[config.mk]
export PLATFORM = sky130hd
export DESIGN_NAME = multiply_accumulate_unit
export DESIGN_NICKNAME = d
export VERILOG_FILES = /design/src/rtl/multiply_accumulate_unit.sv
export SDC_FILE = /design/constraint.sdc
export NUM_CORES = 2
export LEC_CHECK = 0
export ABC_AREA = 1
export CAP_MARGIN = 40
export CORE_ASPECT_RATIO = 1.75
export CORE_UTILIZATION = 43
export CTS_CLUSTER_DIAMETER = 150
export DETAILED_ROUTE_END_ITERATION = 6
export PLACE_DENSITY = 0.68
export SLEW_MARGIN = 20
export SYNTH_ARGS = -nofsm -noshare
export SYNTH_HDL_FRONTEND = slang
export SYNTH_SLANG_ARGS = --single-unit
[constraint.sdc]
create_clock -name clk -period 18.8 [get_ports clk]
set_input_delay 4.7 -clock clk [delete_from_list [all_inputs] [get_ports clk]]
set_output_delay 4.7 -clock clk [all_outputs]
set_load 0.01 [all_outputs]
[src/rtl/multiply_accumulate_unit.sv]
// Iterative multiply-accumulate unit for the ALU execute stage.
// Covers MUL, MLA, UMULL, UMLAL, SMULL and SMLAL. One multiplier byte is
// consumed per cycle with ARM7TDMI-style early termination, followed by an
// optional accumulate cycle and an optional long-form cycle.
//
// Handshake: start is sampled only when the unit is idle or in its done
// cycle; busy is high for the whole operation and done pulses for one cycle
// on the edge busy falls. Results and flags are registered on that edge and
// hold until the next done. There is no backpressure.
module multiply_accumulate_unit (
  input  logic        clk,
  input  logic        reset,
  input  logic        start,
  input  logic [31:0] rm,
  input  logic [31:0] rs,
  input  logic [31:0] rnLo,
  input  logic [31:0] rnHi,
  input  logic        accumulate,
  input  logic        longMultiply,
  input  logic        signedMultiply,
  input  logic        carryFlag,
  output logic        busy,
  output logic        done,
  output logic [31:0] resultLo,
  output logic [31:0] resultHi,
  output logic        newNegativeFlag,
  output logic        newZeroFlag,
  output logic        newCarryFlag
);

  localparam logic [2:0] IDLE = 3'd0;
  localparam logic [2:0] MUL  = 3'd1;
  localparam logic [2:0] ACC  = 3'd2;
  localparam logic [2:0] LONG = 3'd3;
  localparam logic [2:0] FIN  = 3'd4;

  logic [2:0]  state;
  logic [2:0]  nextState;

  // Captured operands and mode bits
  logic [31:0] rmReg;
  logic [31:0] rsReg;
  logic [31:0] rnLoReg;
  logic [31:0] rnHiReg;
  logic        accumulateReg;
  logic        longReg;
  logic        signedReg;
  logic        tolerantReg;
  logic        carryReg;

  // Iteration control: iter counts bytes, lastIdx is m-1
  logic [1:0]  iter;
  logic [1:0]  lastIdx;
  logic [1:0]  lastIdxIn;
  logic        tolerantIn;

  logic [63:0] acc;
  logic [63:0] accNext;

  logic               accept;
  logic [31:0]        rsShift;
  logic [7:0]         rsByte;
  logic signed [32:0] rmExt;
  logic signed [8:0]  byteExt;
  logic signed [41:0] product;
  logic [63:0]        ppWide;
  logic [63:0]        partial;

  assign accept = start && ((state == IDLE) || (state == FIN));
  assign busy   = (state == MUL) || (state == ACC) || (state == LONG);
  assign done   = (state == FIN);

  // Early-termination count from the incoming multiplier; unsigned long
  // forms only terminate on leading zero bytes, the rest also on leading ones.
  always_comb begin
    tolerantIn = !longMultiply || signedMultiply;
    if (!(|rs[31:8]) || (tolerantIn && (&rs[31:8])))
      lastIdxIn = 2'd0;
    else if (!(|rs[31:16]) || (tolerantIn && (&rs[31:16])))
      lastIdxIn = 2'd1;
    else if (!(|rs[31:24]) || (tolerantIn && (&rs[31:24])))
      lastIdxIn = 2'd2;
    else
      lastIdxIn = 2'd3;
  end

  // Partial product: extended multiplicand times the current multiplier
  // byte, which is signed only for the final byte of a sign-tolerant mode.
  always_comb begin
    rmExt   = {signedReg & longReg & rmReg[31], rmReg};
    rsShift = rsReg >> {iter, 3'b000};
    rsByte  = rsShift[7:0];
    byteExt = {tolerantReg && (iter == lastIdx) && rsByte[7], rsByte};
    product = rmExt * byteExt;
    ppWide  = {{22{product[41]}}, product};
    partial = ppWide << {iter, 3'b000};
  end

  // Accumulator update for the current state (modulo 2^64)
  always_comb begin
    accNext = acc;
    case (state)
      MUL:     accNext = acc + partial;
      ACC:     accNext = acc + (longReg ? {rnHiReg, rnLoReg} : {32'b0, rnLoReg});
      default: accNext = acc;
    endcase
  end

  // Sequencer next-state logic
  always_comb begin
    nextState = IDLE;
    case (state)
      IDLE:    nextState = start ? MUL : IDLE;
      MUL: begin
        if (iter != lastIdx) nextState = MUL;
        else if (accumulateReg) nextState = ACC;
        else if (longReg) nextState = LONG;
        else nextState = FIN;
      end
      ACC:     nextState = longReg ? LONG : FIN;
      LONG:    nextState = FIN;
      FIN:     nextState = start ? MUL : IDLE;
      default: nextState = IDLE;
    endcase
  end

  // State, operand capture, accumulator and registered results
  always_ff @(posedge clk or posedge reset) begin
    if (reset) begin
      state           <= IDLE;
      rmReg           <= '0;
      rsReg           <= '0;
      rnLoReg         <= '0;
      rnHiReg         <= '0;
      accumulateReg   <= 1'b0;
      longReg         <= 1'b0;
      signedReg       <= 1'b0;
      tolerantReg     <= 1'b0;
      carryReg        <= 1'b0;
      iter            <= '0;
      lastIdx         <= '0;
      acc             <= '0;
      resultLo        <= '0;
      resultHi        <= '0;
      newNegativeFlag <= 1'b0;
      newZeroFlag     <= 1'b0;
      newCarryFlag    <= 1'b0;
    end else begin
      state <= nextState;
      if (accept) begin
        rmReg         <= rm;
        rsReg         <= rs;
        rnLoReg       <= rnLo;
        rnHiReg       <= rnHi;
        accumulateReg <= accumulate;
        longReg       <= longMultiply;
        signedReg     <= signedMultiply;
        tolerantReg   <= tolerantIn;
        carryReg      <= carryFlag;
        lastIdx       <= lastIdxIn;
        iter          <= '0;
        acc           <= '0;
      end else begin
        acc <= accNext;
        if (state == MUL) iter <= iter + 2'd1;
      end
      // Results land on the edge that ends the busy window
      if (busy && (nextState == FIN)) begin
        resultLo     <= accNext[31:0];
        newCarryFlag <= carryReg;
        if (longReg) begin
          resultHi        <= accNext[63:32];
          newNegativeFlag <= accNext[63];
          newZeroFlag     <= (accNext == 64'd0);
        end else begin
          resultHi        <= '0;
          newNegativeFlag <= accNext[31];
          newZeroFlag     <= (accNext[31:0] == 32'd0);
        end
      end
    end
  end

endmodule

# ---- Word-level counts from Yosys, hierarchy flattened
# Cells that the tools add are included.
# W data, S select, Z words.
dict set report totals {
  input_bits 135
  reg_bits 271
  output_inout_bits 69
  wordCells 78
}
dict set report classes {
  n_bitwise 2
  n_eq_ne 7
  add_sub_neg 3
  n_shift 2
  mul 1
  mux 16
  reduce_logical 29
}
# cell count
set ops {}
lappend ops {{$add A64 B64 Y64} 2}
lappend ops {{$mux W64} 2}
lappend ops {{$pmux W64 S2} 1}
lappend ops {{$logic_not A64 Y1} 1}
lappend ops {{$shl A64 B5 Y64} 1}
lappend ops {{$mul A33 B9 Y42} 1}
lappend ops {{$logic_not A32 Y1} 1}
lappend ops {{$mux W32} 1}
lappend ops {{$shr A32 B5 Y8} 1}
lappend ops {{$reduce_and A24 Y1} 1}
lappend ops {{$reduce_or A24 Y1} 1}
lappend ops {{$reduce_and A16 Y1} 1}
lappend ops {{$reduce_or A16 Y1} 1}
lappend ops {{$pmux W3 S4} 1}
lappend ops {{$mux W3} 3}
lappend ops {{$mux W2} 4}
lappend ops {{$reduce_and A8 Y1} 1}
lappend ops {{$reduce_or A8 Y1} 1}
lappend ops {{$logic_and A1 B1 Y1} 7}
lappend ops {{$logic_or A1 B1 Y1} 7}
lappend ops {{$eq A3 B2 Y1 const B} 2}
lappend ops {{$eq A3 B3 Y1 const B} 2}
lappend ops {{$logic_not A1 Y1} 4}
lappend ops {{$mux W1} 4}
lappend ops {{8 further kinds} 9}

# ---- Longest topological paths before layout
dict set report logic_depth {
  word_depth 9
  mapped_depth 60
  depth_no_buf 58
}

# ---- Least setup slack after synthesis
# OpenSTA, ideal clock, no wires.
dict set report synth_timing {
  kind {register -> register}
  from {reg iter[0]}
  to {reg newZeroFlag}
  required_ns 18.684
  setup_slack_ns 10.993
  path_stages_with_launch 54
  t_arrival_ns 7.691
  n_path_buf 3
  setup_time_ns 0.116
  cell_sequence {dfrtp_1 clkbuf_1 buf_1 nand2_1 nand3_1 nand2_1 inv_1 clkbuf_1 nand2_1 fa_1 inv_1 fa_1 fa_1 fa_1 inv_1 fa_1 inv_1 ha_1 [... 18 more ...] inv_1 nand2_1 and2_1 nand2_1 a21oi_1 nor2_1 nor2_1 nand2_1 a21oi_1 nand3_1 nand3_1 nand2_1 nand2_1 inv_2 nand2_1 nand2_1 nand2_1 nand2_1}
}
dict set report synth_between {
  elab_chain_cells 9
  word_cells_on_any_way 16
  classes_between {1 x add/sub; 1 x mul; 3 x eq/ne; 2 x shift; 4 x mux; 5 x reduce/logical}
}
# item line
set synth_rtl {}
lappend synth_rtl {{start, declared} 52} ;# logic [1:0] iter;
lappend synth_rtl {{start signal, assigned} 165} ;# if (state == MUL) iter <= iter + 2'd1;
lappend synth_rtl {{parallel branches: the longest is 9 deep, another holds $add A64 B64 Y64} n/a}
lappend synth_rtl {{end signal, assigned} 174} ;# newZeroFlag <= (accNext == 64'd0);
lappend synth_rtl {{end signal, assigned} 178} ;# newZeroFlag <= (accNext[31:0] == 32'd0);
lappend synth_rtl {{end, declared} 27} ;# output logic newZeroFlag,
# Parallel ways; which one is timed is not known.
# A chain may end at the register's enable or synchronous reset.

# ---- Worst setup path in the final report
# Same ends and word-level chain as after synthesis.

==> impl_metrics.csv <==
group,metric,value,unit
outcome,outcome,"finished, final reports clean",
setup_path,critPathMaxStageDelay,0.69,ns
setup_path,r2r_cells,48,
logic_synthesis,avgSynthCellArea,6.96,um^2
detailed_routing,vias,26700,
logic_synthesis,synth_warnings,0,
sta,final-hold-violation-count,0,
cts,post-cts-setup-buffer-count,0,
global_route,grt_overflow,0,
logic_synthesis,yosys-top-cells-count,"nand2_1 (1233), inv_1 (633), nor2_1 (464)",
floorplanning,die_area,0.0657,mm^2
detailed_routing,postRouteWirelength,105,mm
placement,placed_area,0.0306,mm^2
logic_synthesis,synth.most_common_cell,"nand2_1",
sta,period_share,57.3,%
placement,place.gp.congestion,1.04,
setup_path,cpMaxStageDelayCell,"nor3_1",
logic_synthesis,synthCells,3989,
detailed_routing,ant_nets,0,
sta,rsz0062_at_grt,"false",
hold_path,holdPathStages,2,
finish,post-route-util,49.8,%
global_route,grt_max_degree,151,
global_route,grt_pass1_vias,28300,
floorplanning,rows,122,
finish,area_growth,13.8,%
cts,cts-root-buf,"clkbuf_16",
finish,nNetsFinal,4654,
setup_path,cp-end-kind,"register",
floorplanning,io_pins,204,
detailed_routing,drt_iter0_drc,1738,
setup_path,worst_path_most_repeated_cell,"nand2_1",
cts,cts_resized,0,
logic_synthesis,synth_nets,4513,
sta,worstMarginPinSlew,0.885,ns
cts,cts.clk_slew.worst_paths,0.06,ns
global_route,grt_usage,32.5,%
sta,fin_setup_tns,0,ns
logic_synthesis,synth_area_leaders,"dfrtp_1 (24%), fa_1 (17%), nand2_1 (17%)",
floorplanning,die_w,194,um
sta,max_freq,92.8,MHz
cts,cts_buffers,29,
cts,insertion_delay,0.64,ns
hold_path,hold_class,"reg -> reg",
setup_path,crit_arrival,11.32,ns
floorplanning,core_area,0.0635,mm^2
logic_synthesis,syn-cell-area,0.0278,mm^2
logic_synthesis,synthArstFlopShare,100,%
sta,drv_slew,0,
detailed_routing,firstDrtPassIters,6,
cts,clock-sinks,271,
logic_synthesis,synth_edf_count,0,
cts,h-tree-depth,1,
global_route,grt_pass1_wl,161,mm
setup_path,critPathMaxFanout,56,
floorplanning,initial_core_util,43.7,%
logic_synthesis,yosysUniqueCellTypes,52,
cts,cts_hold_buf,0,
placement,port_buffers,203,
sta,finalClockSkew,0.0333,ns
logic_synthesis,yosys.area.top_type_share,24.4,%
logic_synthesis,ys_seq_elements,271,
logic_synthesis,yosysSeqAreaShare,24.4,%
sta,period_minus_slack,10.78,ns
global_route,grt_antenna_before_repair,1,
detailed_routing,wire_per_inst,21.2,um
floorplanning,die_h,338,um
cts,clockBufferDepth,3,
setup_path,crit_type,"reg -> reg",
sta,relSlewSlack,40.4,%
finish,drive_above_1_share,4.17,%
sta,setup_viol,0,
finish,final_cell_area,0.0316,mm^2
sta,whs,0.482,ns
placement,dp_hpwl,86.6,mm
setup_path,required,19.34,ns
logic_synthesis,yosysTopAreaCell,"dfrtp_1",
detailed_routing,drc,0,
logic_synthesis,synth_ff_type,"dfrtp_1",
setup_path,critPathLaunchType,"register",
cts,tritoncts,"built",
job,cap_violations,0,
detailed_routing,viasPerCell,5.40,
-- worst paths after layout --
| kind | start | to | slack, ns |
|---|---|---|---|
| max | iter[0]$_DFFE_PP0P_ | newZeroFlag$_DFFE_PP0P_ | 8.02 |
| min | resultHi[24]$_DFFE_PP0P_ | resultHi[24]$_DFFE_PP0P_ | 0.48 |
| max reg2reg | iter[0]$_DFFE_PP0P_ | newZeroFlag$_DFFE_PP0P_ | 8.02 |
| min reg2reg | resultHi[24]$_DFFE_PP0P_ | resultHi[24]$_DFFE_PP0P_ | 0.48 |
| max in group asynchronous | reset | iter[0]$_DFFE_PP0P_ | 12.42 |
| min in group asynchronous | reset | newCarryFlag$_DFFE_PP0P_ | 4.53 |
-- per-layer routing --
layer | up-vias | global-route usage (%) | share of wire (%)
met5 | - | 0 | 0
met4 | 0 | 25.2 | 8.9
met3 | 372 | 3.21 | 4.6
met2 | 937 | 60.5 | 52
met1 | 12900 | 33.1 | 34
li1 | 12600 | - | -
-- cell families (layout without fill, tap and decap cells) --
family	count (synthesis)	count (layout)	share of synthesized area [%]
muxes	6	6	0.216
xor gates and xnor gates	60	60	1.89
AOI/OAI and AO/OA	480	480	9.32
adders and majority gates	389	389	24.0
and+or+nand+nor	2014	2014	29.6
other	0	1	0
DFF	271	271	24.4
buffers and inverters	769	931	10.5
-- registers in the layout, summed over array words and instances, names as in the netlist --
register / flops
acc: 64
resultHi: 32
resultLo: 32
rmReg: 32
rnHiReg: 32
rnLoReg: 32
rsReg: 32
state: 3
iter: 2
lastIdx: 2
accumulateReg: 1
carryReg: 1
longReg: 1
newCarryFlag: 1
newNegativeFlag: 1
newZeroFlag: 1
signedReg: 1
tolerantReg: 1
-- area by class of cell --
cell class	instances	area (um^2)
antenna	1	2.50
clock buffer	37	776
clock inverter	15	168
fill	6443	31900
inverter	646	2440
multi-input combinational	2949	18100
sequential	271	6780
tap	806	1010
timing repair buffer	233	2360
-- cells in the final DEF (no fill, tap or decap), types with 8 or more instances in the layout --
cell type | synthesis | layout
dfrtp_1 | 271 | 270
o21bai_1 | 10 | 10
nand4_1 | 41 | 41
o21a_1 | 8 | 8
inv_2 | 10 | 11
inv_1 | 633 | 630
xor2_1 | 19 | 19
nand3_2 | 8 | 8
o22ai_1 | 16 | 16
a21oi_2 | 8 | 8
nand3_1 | 157 | 157
nor4_1 | 12 | 12
ha_1 | 149 | 149
o21ai_1 | 21 | 21
nor3_1 | 19 | 19
nor2_1 | 464 | 464
o21ai_0 | 258 | 258
clkdlybuf4s50_1 | 0 | 203
fa_1 | 240 | 240
nor2_2 | 11 | 11
xnor2_1 | 41 | 41
nand2_1 | 1233 | 1232
nand3b_1 | 11 | 11
clkbuf_16 | 0 | 29
a31oi_1 | 12 | 12
nand2_2 | 18 | 18
buf_4 | 7 | 24
a21oi_1 | 122 | 122
or2_2 | 24 | 24
-- worst max-delay path: cells and delay by family, from the launching register on --
kind                     cells  cell delay [ns]
AO/OA/AOI/OAI                6             1.61
buffers and inverters        7             1.34
flip-flops                   1             0.37
adder cells (fa/ha/maj)      7             2.89
AND/OR/NAND/NOR             28             4.42
-- metrics by stage --
| stage | setup WS, ns | instances |
|---|---|---|
| floorplan | 6.63 | 3989 |
| CTS | 8.12 | 4956 |
| global route | 7.48 | 4958 |
| finish | 8.02 | 4958 |
| global placement | 8.14 | 4898 |
| detailed placement | 8.17 | 4904 |
Power is left out: the tool's default activity adds up to more than one toggle a clock period on the data nets, which glitch-free logic cannot reach.
